File: src/rtl/find_global_bkt_lvl.sv
`default_nettype none
// ============================================================================
// Module      : find_global_bkt_lvl
// Description : After a local conflict, walks the learned clause, tracks the
//               highest and second-highest assignment level of its literals
//               and maps the second-highest level to its decision bin. That
//               (level, bin) pair is the global backtrack target.
// Options     : FIND_BKT_STATS_EN adds a search counter and a last-search
//               cycle count (find_cnt_o, last_cycles_o).
// Revision    : 1.0 - initial release
// ============================================================================
module find_global_bkt_lvl #(
    parameter int WIDTH_VAR     = 12,
    parameter int WIDTH_LVL     = 16,
    parameter int WIDTH_BIN_ID  = 10,
    parameter int MAX_LITS      = 16,
    parameter int WIDTH_LIT_CNT = 5
) (
    input  logic                     clk,
    input  logic                     rst,
    input  logic                     start_find_i,
    output logic                     done_find_o,
    input  logic [WIDTH_LIT_CNT-1:0] lit_cnt_i,
    output logic [WIDTH_LIT_CNT-1:0] lit_idx_o,
    input  logic [WIDTH_VAR-1:0]     lit_var_i,
    output logic                     vs_rd_en_o,
    output logic [WIDTH_VAR-1:0]     vs_addr_o,
    input  logic [WIDTH_LVL-1:0]     vs_lvl_i,
    output logic                     lb_rd_en_o,
    output logic [WIDTH_LVL-1:0]     lb_addr_o,
    input  logic [WIDTH_BIN_ID-1:0]  lb_bin_i,
    output logic [WIDTH_LVL-1:0]     bkt_lvl_o,
    output logic [WIDTH_BIN_ID-1:0]  bkt_bin_o,
    output logic                     busy_o,
    output logic                     error_o
`ifdef FIND_BKT_STATS_EN
    ,
    output logic [31:0]              find_cnt_o,
    output logic [15:0]              last_cycles_o
`endif
);

    typedef enum logic [2:0] {
        S_IDLE    = 3'd0,
        S_SCAN    = 3'd1,
        S_DRAIN   = 3'd2,
        S_LOOKUP  = 3'd3,
        S_LK_WAIT = 3'd4,
        S_DONE    = 3'd5
    } state_t;

    state_t                   state_q, state_d;
    logic [WIDTH_LIT_CNT-1:0] cnt_q, cnt_d;
    logic [WIDTH_LIT_CNT-1:0] idx_q, idx_d;
    logic                     var_vld_q, var_vld_d;   // lit_var_i holds a valid id
    logic                     lvl_vld_q, lvl_vld_d;   // vs_lvl_i holds a valid level
    logic [WIDTH_LVL-1:0]     hi_q, hi_d;
    logic [WIDTH_LVL-1:0]     lo_q, lo_d;
    logic [WIDTH_LVL-1:0]     bkt_lvl_q, bkt_lvl_d;
    logic [WIDTH_BIN_ID-1:0]  bkt_bin_q, bkt_bin_d;
    logic                     err_q, err_d;
    logic                     done_q, done_d;

    logic                     w_start_ok;
    logic                     w_cnt_legal;

    // A start is only accepted when fully idle (done cycle of an error search counts as busy)
    assign w_start_ok  = start_find_i && (state_q == S_IDLE) && !done_q;
    assign w_cnt_legal = (lit_cnt_i != '0) && (lit_cnt_i <= WIDTH_LIT_CNT'(MAX_LITS));

    // Next-state, level tracking and result capture
    always_comb begin
        state_d   = state_q;
        cnt_d     = cnt_q;
        idx_d     = idx_q;
        hi_d      = hi_q;
        lo_d      = lo_q;
        bkt_lvl_d = bkt_lvl_q;
        bkt_bin_d = bkt_bin_q;
        err_d     = err_q;
        done_d    = 1'b0;
        var_vld_d = (state_q == S_SCAN);
        lvl_vld_d = var_vld_q;

        // Fold each returned level; equal-to-hi falls through to the lo test, giving lo = hi on ties
        if (lvl_vld_q) begin
            if (vs_lvl_i > hi_q) begin
                lo_d = hi_q;
                hi_d = vs_lvl_i;
            end else if (vs_lvl_i > lo_q) begin
                lo_d = vs_lvl_i;
            end
        end

        case (state_q)
            S_IDLE: begin
                if (w_start_ok) begin
                    hi_d      = '0;
                    lo_d      = '0;
                    bkt_lvl_d = '0;
                    bkt_bin_d = '0;
                    if (w_cnt_legal) begin
                        err_d   = 1'b0;
                        cnt_d   = lit_cnt_i;
                        idx_d   = '0;
                        state_d = S_SCAN;
                    end else begin
                        err_d   = 1'b1;
                        state_d = S_DONE;
                    end
                end
            end
            S_SCAN: begin
                if (idx_q == cnt_q - 1'b1) begin
                    state_d = S_DRAIN;
                end else begin
                    idx_d = idx_q + 1'b1;
                end
            end
            S_DRAIN: begin
                // Leave once the final level is on vs_lvl_i (no var id still in flight)
                if (!var_vld_q) begin
                    state_d = S_LOOKUP;
                end
            end
            S_LOOKUP: begin
                state_d = S_LK_WAIT;
            end
            S_LK_WAIT: begin
                bkt_lvl_d = lo_q;
                bkt_bin_d = (lo_q == '0) ? '0 : lb_bin_i;
                done_d    = 1'b1;
                state_d   = S_DONE;
            end
            S_DONE: begin
                // Error searches pulse done one cycle after entering DONE
                done_d  = err_q;
                state_d = S_IDLE;
            end
            default: begin
                state_d = S_IDLE;
            end
        endcase
    end

    // State and datapath registers
    always_ff @(posedge clk or posedge rst) begin
        if (rst) begin
            state_q   <= S_IDLE;
            cnt_q     <= '0;
            idx_q     <= '0;
            var_vld_q <= 1'b0;
            lvl_vld_q <= 1'b0;
            hi_q      <= '0;
            lo_q      <= '0;
            bkt_lvl_q <= '0;
            bkt_bin_q <= '0;
            err_q     <= 1'b0;
            done_q    <= 1'b0;
        end else begin
            state_q   <= state_d;
            cnt_q     <= cnt_d;
            idx_q     <= idx_d;
            var_vld_q <= var_vld_d;
            lvl_vld_q <= lvl_vld_d;
            hi_q      <= hi_d;
            lo_q      <= lo_d;
            bkt_lvl_q <= bkt_lvl_d;
            bkt_bin_q <= bkt_bin_d;
            err_q     <= err_d;
            done_q    <= done_d;
        end
    end

    assign lit_idx_o   = idx_q;
    assign vs_rd_en_o  = var_vld_q;
    assign vs_addr_o   = lit_var_i;
    assign lb_rd_en_o  = (state_q == S_LOOKUP);
    assign lb_addr_o   = lb_rd_en_o ? lo_q : '0;
    assign bkt_lvl_o   = bkt_lvl_q;
    assign bkt_bin_o   = bkt_bin_q;
    assign error_o     = err_q;
    assign done_find_o = done_q;
    assign busy_o      = (state_q != S_IDLE) || done_q;

`ifdef FIND_BKT_STATS_EN
    logic [31:0] find_cnt_q, find_cnt_d;
    logic [15:0] cyc_q, cyc_d;
    logic [15:0] last_q, last_d;

    // Cycle counter runs from the accepted start; both counters saturate
    always_comb begin
        find_cnt_d = find_cnt_q;
        cyc_d      = cyc_q;
        last_d     = last_q;
        if (w_start_ok) begin
            cyc_d = 16'd1;
        end else if (busy_o && (cyc_q != 16'hFFFF)) begin
            cyc_d = cyc_q + 16'd1;
        end
        if (done_q) begin
            last_d = cyc_q;
            if (find_cnt_q != 32'hFFFF_FFFF) begin
                find_cnt_d = find_cnt_q + 32'd1;
            end
        end
    end

    // Statistics registers
    always_ff @(posedge clk or posedge rst) begin
        if (rst) begin
            find_cnt_q <= '0;
            cyc_q      <= '0;
            last_q     <= '0;
        end else begin
            find_cnt_q <= find_cnt_d;
            cyc_q      <= cyc_d;
            last_q     <= last_d;
        end
    end

    assign find_cnt_o    = find_cnt_q;
    assign last_cycles_o = last_q;
`endif

endmodule
`default_nettype wire

File: config.mk
export PLATFORM = sky130hd
export DESIGN_NAME = find_global_bkt_lvl
export DESIGN_NICKNAME = d
export VERILOG_FILES = /design/src/rtl/find_global_bkt_lvl.sv
export SDC_FILE = /design/constraint.sdc
export NUM_CORES = 1
export LEC_CHECK = 0
export ABC_CLOCK_PERIOD_IN_PS = 2600
export CELL_PAD_IN_SITES_DETAIL_PLACEMENT = 1
export CELL_PAD_IN_SITES_GLOBAL_PLACEMENT = 1
export CORE_UTILIZATION = 35
export CTS_BUF_LIST = sky130_fd_sc_hd__clkbuf_4
export DETAILED_ROUTE_END_ITERATION = 8
export GPL_ROUTABILITY_DRIVEN = 0
export HOLD_SLACK_MARGIN = 0.15
export PLACE_DENSITY = 0.8
export SLEW_MARGIN = 0
export SYNTH_ARGS = -nofsm -noshare
export SYNTH_HDL_FRONTEND = slang
export SYNTH_SLANG_ARGS = --single-unit
File: constraint.sdc
create_clock -name clk -period 2.6 [get_ports clk]
set_input_delay 0.52 -clock clk [delete_from_list [all_inputs] [get_ports clk]]
set_output_delay 0.52 -clock clk [all_outputs]
set_load 0.005 [all_outputs]
== Yosys cells after proc, flatten, opt, wreduce, memory -nomap -nowiden ==
Cells that the tools add are included.
Storage, ports and cells
  input port bits: 46
  word-level logic and storage cells: 69
  output and inout port bits: 64
  register bits after elaboration: 75
Operators by class
  reductions and logical operators: 16
  order comparisons: 3
  eq/ne operators: 11
  $add $sub $neg: 2
  mux-type cells: 26
Operator list (number)
  16-bit 2-to-1 mux: 11
  16-bit greater-than comparator: 2
  16-bit one-hot mux with 2 select lines: 1
  10-bit 2-to-1 mux: 2
  10-bit one-hot mux with 2 select lines: 1
  16-bit logical NOT: 1
  5-bit 2-to-1 mux: 3
  3-bit one-hot mux with 5 select lines: 1
  3-bit 2-to-1 mux: 4
  5-bit one-hot mux with 2 select lines: 1
  2-bit != test, second input constant: 4
  3-bit by 2-bit == test with 1-bit output, second input constant: 2
  3-bit == test, second input constant: 2
  3-bit AND reduction: 2
  5-bit by 1-bit adder with 5-bit output, second input constant: 1
  5-bit == test: 1
  5-bit less-or-equal comparator, second input constant: 1
  5-bit nonzero test: 1
  5-bit by 1-bit subtractor with 5-bit output, second input constant: 1
  2-bit AND reduction: 2
  4-bit AND reduction: 1
  2-bit nonzero test: 2
  3-bit by 1-bit == test with 1-bit output, second input constant: 1
  1-bit logical AND: 3
  7 further kinds: 7

== Depth between registers and ports, before layout ==
  depth in word-level cells: 6
  mapped depth: 11
  gate-level depth less buffers: 9

== Worst setup path after synthesis ==
OpenSTA, ideal clock, no wires.
  kind: input to register
  start: in vs_lvl_i[14]
  end: reg lo_q[10]
  setup slack: 0.181 ns
  library setup time: 0.124 ns
  stages on the path: 9
  arrival time: 2.295 ns
  required time: 2.476 ns
  path buffers: 1
  cell sequence: ha_1 -> nand4_1 -> or2_4 -> o32ai_2 -> nor3_2 -> nor3b_4 -> nor3_4 -> buf_6 -> a211o_1
On the way
  longest elaborated chain between the ends: 6
  elaborated cells between the ends (all ways): 7
  those cells by class: order compare (2); mux (5)
RTL lines
  start: declaration: RTL line 28  | input logic [WIDTH_LVL-1:0] vs_lvl_i,
  16-bit greater-than comparator: RTL line 90  | end else if (vs_lvl_i > lo_q) begin
  16-bit 2-to-1 mux: RTL line 90
  16-bit 2-to-1 mux (*): RTL line 87  | if (vs_lvl_i > hi_q) begin
  16-bit 2-to-1 mux (*): RTL line 86  | if (lvl_vld_q) begin
  16-bit 2-to-1 mux: RTL line 97  | if (w_start_ok) begin
  16-bit 2-to-1 mux (*): RTL line 95  | case (state_q)
  via lo_d[10]: RTL line 58  | logic [WIDTH_LVL-1:0] lo_q, lo_d;
  end signal: assignment: RTL line 167  | lo_q <= lo_d;
  end: declaration: RTL line 58
The timed path passes the listed nets; every way through them passes the cells marked *.
A chain may end at the register's enable or synchronous reset.

== Final worst setup path ==
  start: in vs_lvl_i[6]
  end: reg lo_q[7]
Same word-level chain as after synthesis.

==> results_tabular.tex <==
\begin{tabular}{lr}
\hline
Metric & Value \\
\hline
\multicolumn{2}{l}{\textbf{Setup path}} \\
\quad Arrival time worst endpoint & 3.06 ns \\
\quad Ordered list of cells on the worst path & clkdlybuf4s50\_1, buf\_4, ha\_1, nand2\_1, o21a\_1, o32ai\_4, nor3\_4, nor3b\_4, nor3\_4, clkbuf\_16, a211o\_1 \\
\quad Class of the most critical setup path & in2reg \\
\quad Endpoint class of the critical path & register \\
\quad Data required time of the worst path & 2.96 ns \\
\quad Largest stage delay on the critical path & 0.43 ns \\
\quad Critical Path Fanout Max & 5 \\
\quad Most used cell along the critical path & nor3\_4 \\
\quad Master of the slowest instance on the critical path & clkdlybuf4s50\_1 \\
\quad Type of element launching the critical path & input port \\
\quad Worst path buffer plus inverter count & 3 \\
\quad Crit path max-delay family & compound AO/OA/AOI/OAI gates \\
\multicolumn{2}{l}{\textbf{Power}} \\
\quad Leak & 2.885 nW \\
\quad Worst IR drop on VDD & 0.3427 mV \\
\quad Pwr Density & 984.7 nW/µm² \\
\multicolumn{2}{l}{\textbf{Clocking}} \\
\quad Number of buffers inserted during clock tree synthesis & 9 \\
\quad H-tree depth & 3 \\
\quad Number of buffers between clock root and the deepest sink & 2 \\
\quad Sink Count & 75 \\
\quad Clock transition at the register clock pins on the worst setup and hold paths after CTS & 0.15 ns \\
\quad Clk Latency, worst-skew pair & 0.47 ns \\
\quad Root cell of the clock tree & clkbuf\_4 \\
\quad TritonCTS clock tree & yes \\
\multicolumn{2}{l}{\textbf{Synth}} \\
\quad Share of the synthesized area in the top cell type & 42.31\% \\
\quad Area fraction in compound gates after synthesis & 12.36\% \\
\quad Part of the Yosys area used for sequential elements & 42.31\% \\
\quad Count of mapped cells out of synthesis & 480 \\
\quad Share of synthesized area spent on multiplexers & 4.062\% \\
\quad Post-Synthesis Cell Area & 4436 µm² \\
\quad Syn avg cell area & 9.241 µm² \\
\quad Post-synthesis adder-cell area fraction & 9.591\% \\
\quad Cell type with the highest aggregate area in the netlist & dfrtp\_1 \\
\quad Number of synthesized register bits & 75 \\
\quad Dominant combinational cell family by area after synthesis & simple AND/OR/NAND/NOR gates \\
\quad Post-synthesis share of cell area spent on and, or, nand and nor gates & 22.03\% \\
\quad Fraction of synthesized cell area in xor and xnor cells & 1.580\% \\
\quad Cell types with the largest area share after synthesis & dfrtp\_1, ha\_1, nand2\_1 \\
\quad Distinct cell type count of the synthesized netlist & 46 \\
\quad Syn nets & 560 \\
\quad YS warnings & 0 \\
\multicolumn{2}{l}{\textbf{Routing}} \\
\quad Residual DRC & 0 \\
\quad Detailed Route Iter0 Violations & 264 \\
\quad Total iterations of the first detailed-routing run & 4 \\
\quad Number of vias in the routed layout & 4182 \\
\quad Overall routed net length & 15.78 mm \\
\quad Via/cell ratio & 5.403 \\
\quad Residual antenna-violating net count after detailed routing & 0 \\
\quad Detailed-route wire length per cell & 20.39 µm \\
\multicolumn{2}{l}{\textbf{Global route}} \\
\quad First-pass GRT wire length & 22.06 mm \\
\quad Total overflow reported by the global router & 0 \\
\quad Number of antenna violations at the first check in global routing & 0 \\
\quad Number of global-route vias before repair & 4348 \\
\quad Pin count of the biggest net entering global routing & 76 \\
\quad Global routing usage summed across all routing layers & 21.85\% \\
\multicolumn{2}{l}{\textbf{Worst hold path}} \\
\quad Tightest Hold Check Type & in2async \\
\multicolumn{2}{l}{\textbf{Cells and area}} \\
\quad Area added between synthesis and finish & 39.29\% \\
\quad Total Nets Final & 681 \\
\quad Cell area after layout & 6178 µm² \\
\quad Share of post-route cells with drive strength above 1 & 18.48\% \\
\quad Antenna fix cells & 0 \\
\multicolumn{2}{l}{\textbf{Floorplanning}} \\
\quad Io pins & 110 \\
\quad \# rows & 40 \\
\quad Die Span X & 114.6 µm \\
\quad Area inside the core boundary & 12160 µm² \\
\quad DIE HEIGHT & 114.6 µm \\
\quad Effective utilization at floorplan & 36.47\% \\
\quad Die footprint & 13130 µm² \\
\multicolumn{2}{l}{\textbf{Timing}} \\
\quad Maximum clock rate & 371.1 MHz \\
\quad Tcrit/Tclk final & 103.6\% \\
\quad Slew at the pin closest to its max-slew limit & 0.7428 ns \\
\quad Max\_slew headroom & 50.30\% \\
\quad Setup repair after global routing missed its margin & yes \\
\quad Time the worst path needs with I/O delays and setup & 2.695 ns \\
\quad Fin. max-slew vios & 0 \\
\quad Setup slack after layout & -0.09450 ns \\
\quad Number of hold violations in the final report & 0 \\
\quad Setup-failing EPs final & 32 \\
\quad Worst clock skew & 0.01866 ns \\
\multicolumn{2}{l}{\textbf{Placement}} \\
\quad Half-perimeter wire length of the detailed placement result & 10.09 mm \\
\quad Port-buffer cells & 85 \\
\quad Post-placement setup slack & -0.7300 ns \\
\quad Placement-stage cell area & 5640 µm² \\
\multicolumn{2}{l}{\textbf{Flow run}} \\
\quad Number of maximum-capacitance constraint violations & 0 \\
\multicolumn{2}{l}{\textbf{Status}} \\
\quad Violations in the final reports & setup timing \\
\quad Status & finished, violations left \\
\hline
\end{tabular}
==> routing by layer <==
layer | GRT usage [%] | share of wire [%] | wire [µm]
met5 | 0 | 0 | 0
met4 | 8.312 | 4.5 | 714
met3 | 4.553 | 6.8 | 1072
met2 | 38.22 | 49 | 7798
met1 | 26.31 | 39 | 6197
==> worst paths after layout <==
path | startpoint | endpoint | slack (ns) | depth (start not counted)
min in group clk | vs_rd_en_o | lvl_vld_q | 0.48 | 0
setup / recovery | vs_lvl_i[6] | lo_q[7] | -0.09 | 11
max in group asynchronous | rst | lo_q[14] | 1.79 | 3
hold / removal | rst | bkt_bin_o[9] | 0.41 | 3
hold reg to reg | vs_rd_en_o | lvl_vld_q | 0.48 | 0
setup reg to reg | hi_q[12] | lo_q[14] | -0.09 | 11
==> cell families (layout without fill, tap and decap cells) <==
logic type	after synthesis	count (layout)
buf+inv	77	201
mux	18	18
xor+xnor	8	8
simple gates	189	191
fa+ha+maj	34	34
flops	75	75
compound gates	79	79
==> cell type report <==
class,instances,area (µm²)
fillers,1373,5983
clock buffers,9,67.56
inverters,41,153.9
flip-flops and latches,75,1883
well taps,168,210.2
clock inverters,7,58.81
multi-input cells,330,2399
repair buffers,144,1406
==> through the flow <==
step / TNS [ns] / utilization [%] / hold slack (ns) / total power [mW] / std cells
floorplan: 0 / - / 0.3958 / 3.512 / 480
global placement: -17.72 / 46.38 / 0.4293 / 4.622 / 738
detailed placement: -20.43 / 46.38 / 0.4333 / 4.800 / 738
CTS: -0.09064 / 48.10 / 0.4579 / 5.633 / 757
global route: -5.213 / 50.80 / 0.4558 / 6.466 / 774
finish: -1.436 / 50.80 / 0.4123 / 6.084 / 774
==> cell usage in the layout (no fill, tap or decap), drive strengths merged, types with 8 or more instances in the layout <==
master / n
nor2: 30
buf: 57
a21oi: 18
and2: 19
and3: 16
nand2: 70
nand4: 10
a211o: 16
mux2i: 18
dfrtp: 75
clkbuf: 11
nor4: 23
nor3: 8
inv: 45
clkdlybuf4s50: 77
ha: 34
a22o: 10
o21ai: 23
==> state kept, by name (all words and copies together) (netlist names) <==
name	count
bkt_bin_o	10
bkt_lvl_o	16
cnt_q	5
done_find_o	1
error_o	1
hi_q	16
lit_idx_o	5
lo_q	16
lvl_vld_q	1
state_q	3
vs_rd_en_o	1
==> worst min-delay path, cell delays in order <==
cell             delay, ns
clkdlybuf4s50_1       0.41
inv_2                 0.07
buf_12                0.32
==> power by group <==
group	leakage, nW	total (mW)	internal [mW]	switching (mW)
clock network	0.0692	0.707	0.212	0.494
logic	1.83	3.38	1.65	1.72
registers	0.981	2.00	1.59	0.408
total	2.88	6.08	3.46	2.62
==> cells in the mapped netlist, drive strengths merged <==
| cell type | count |
|---|---|
| clkbuf | 16 |
| dfrtp | 75 |
| nand4 | 10 |
| a21boi | 1 |
| nor4 | 23 |
| or2 | 3 |
| a2111oi | 2 |
| mux2i | 18 |
| o2111a | 1 |
| a211o | 16 |
| and2 | 19 |
| o21a | 2 |
| a21oi | 18 |
| xnor2 | 4 |
| o32ai | 1 |
| o211a | 1 |
| ha | 34 |
| and3b | 1 |
| a22o | 10 |
| xor2 | 4 |
| o31ai | 1 |
| nor3b | 3 |
| nor3 | 8 |
| inv | 41 |
| o211ai | 1 |
| nor2b | 2 |
| nand3 | 1 |
| o221ai | 1 |
| nand2 | 70 |
| buf | 20 |
| nor2 | 30 |
| o21ai | 23 |
| a21o | 1 |
| nand2b | 3 |
| and3 | 16 |
==> timing repair <==
action                                  in CTS  in global routing
pin swaps                                   10                 38
endpoints found under the setup margin      50                 48
setup buffers                                3                 13
hold buffers                                 0                  0
gates cloned                                 0                  4
gates resized for setup                     10                 35
Power figures use the tool's default switching activity.
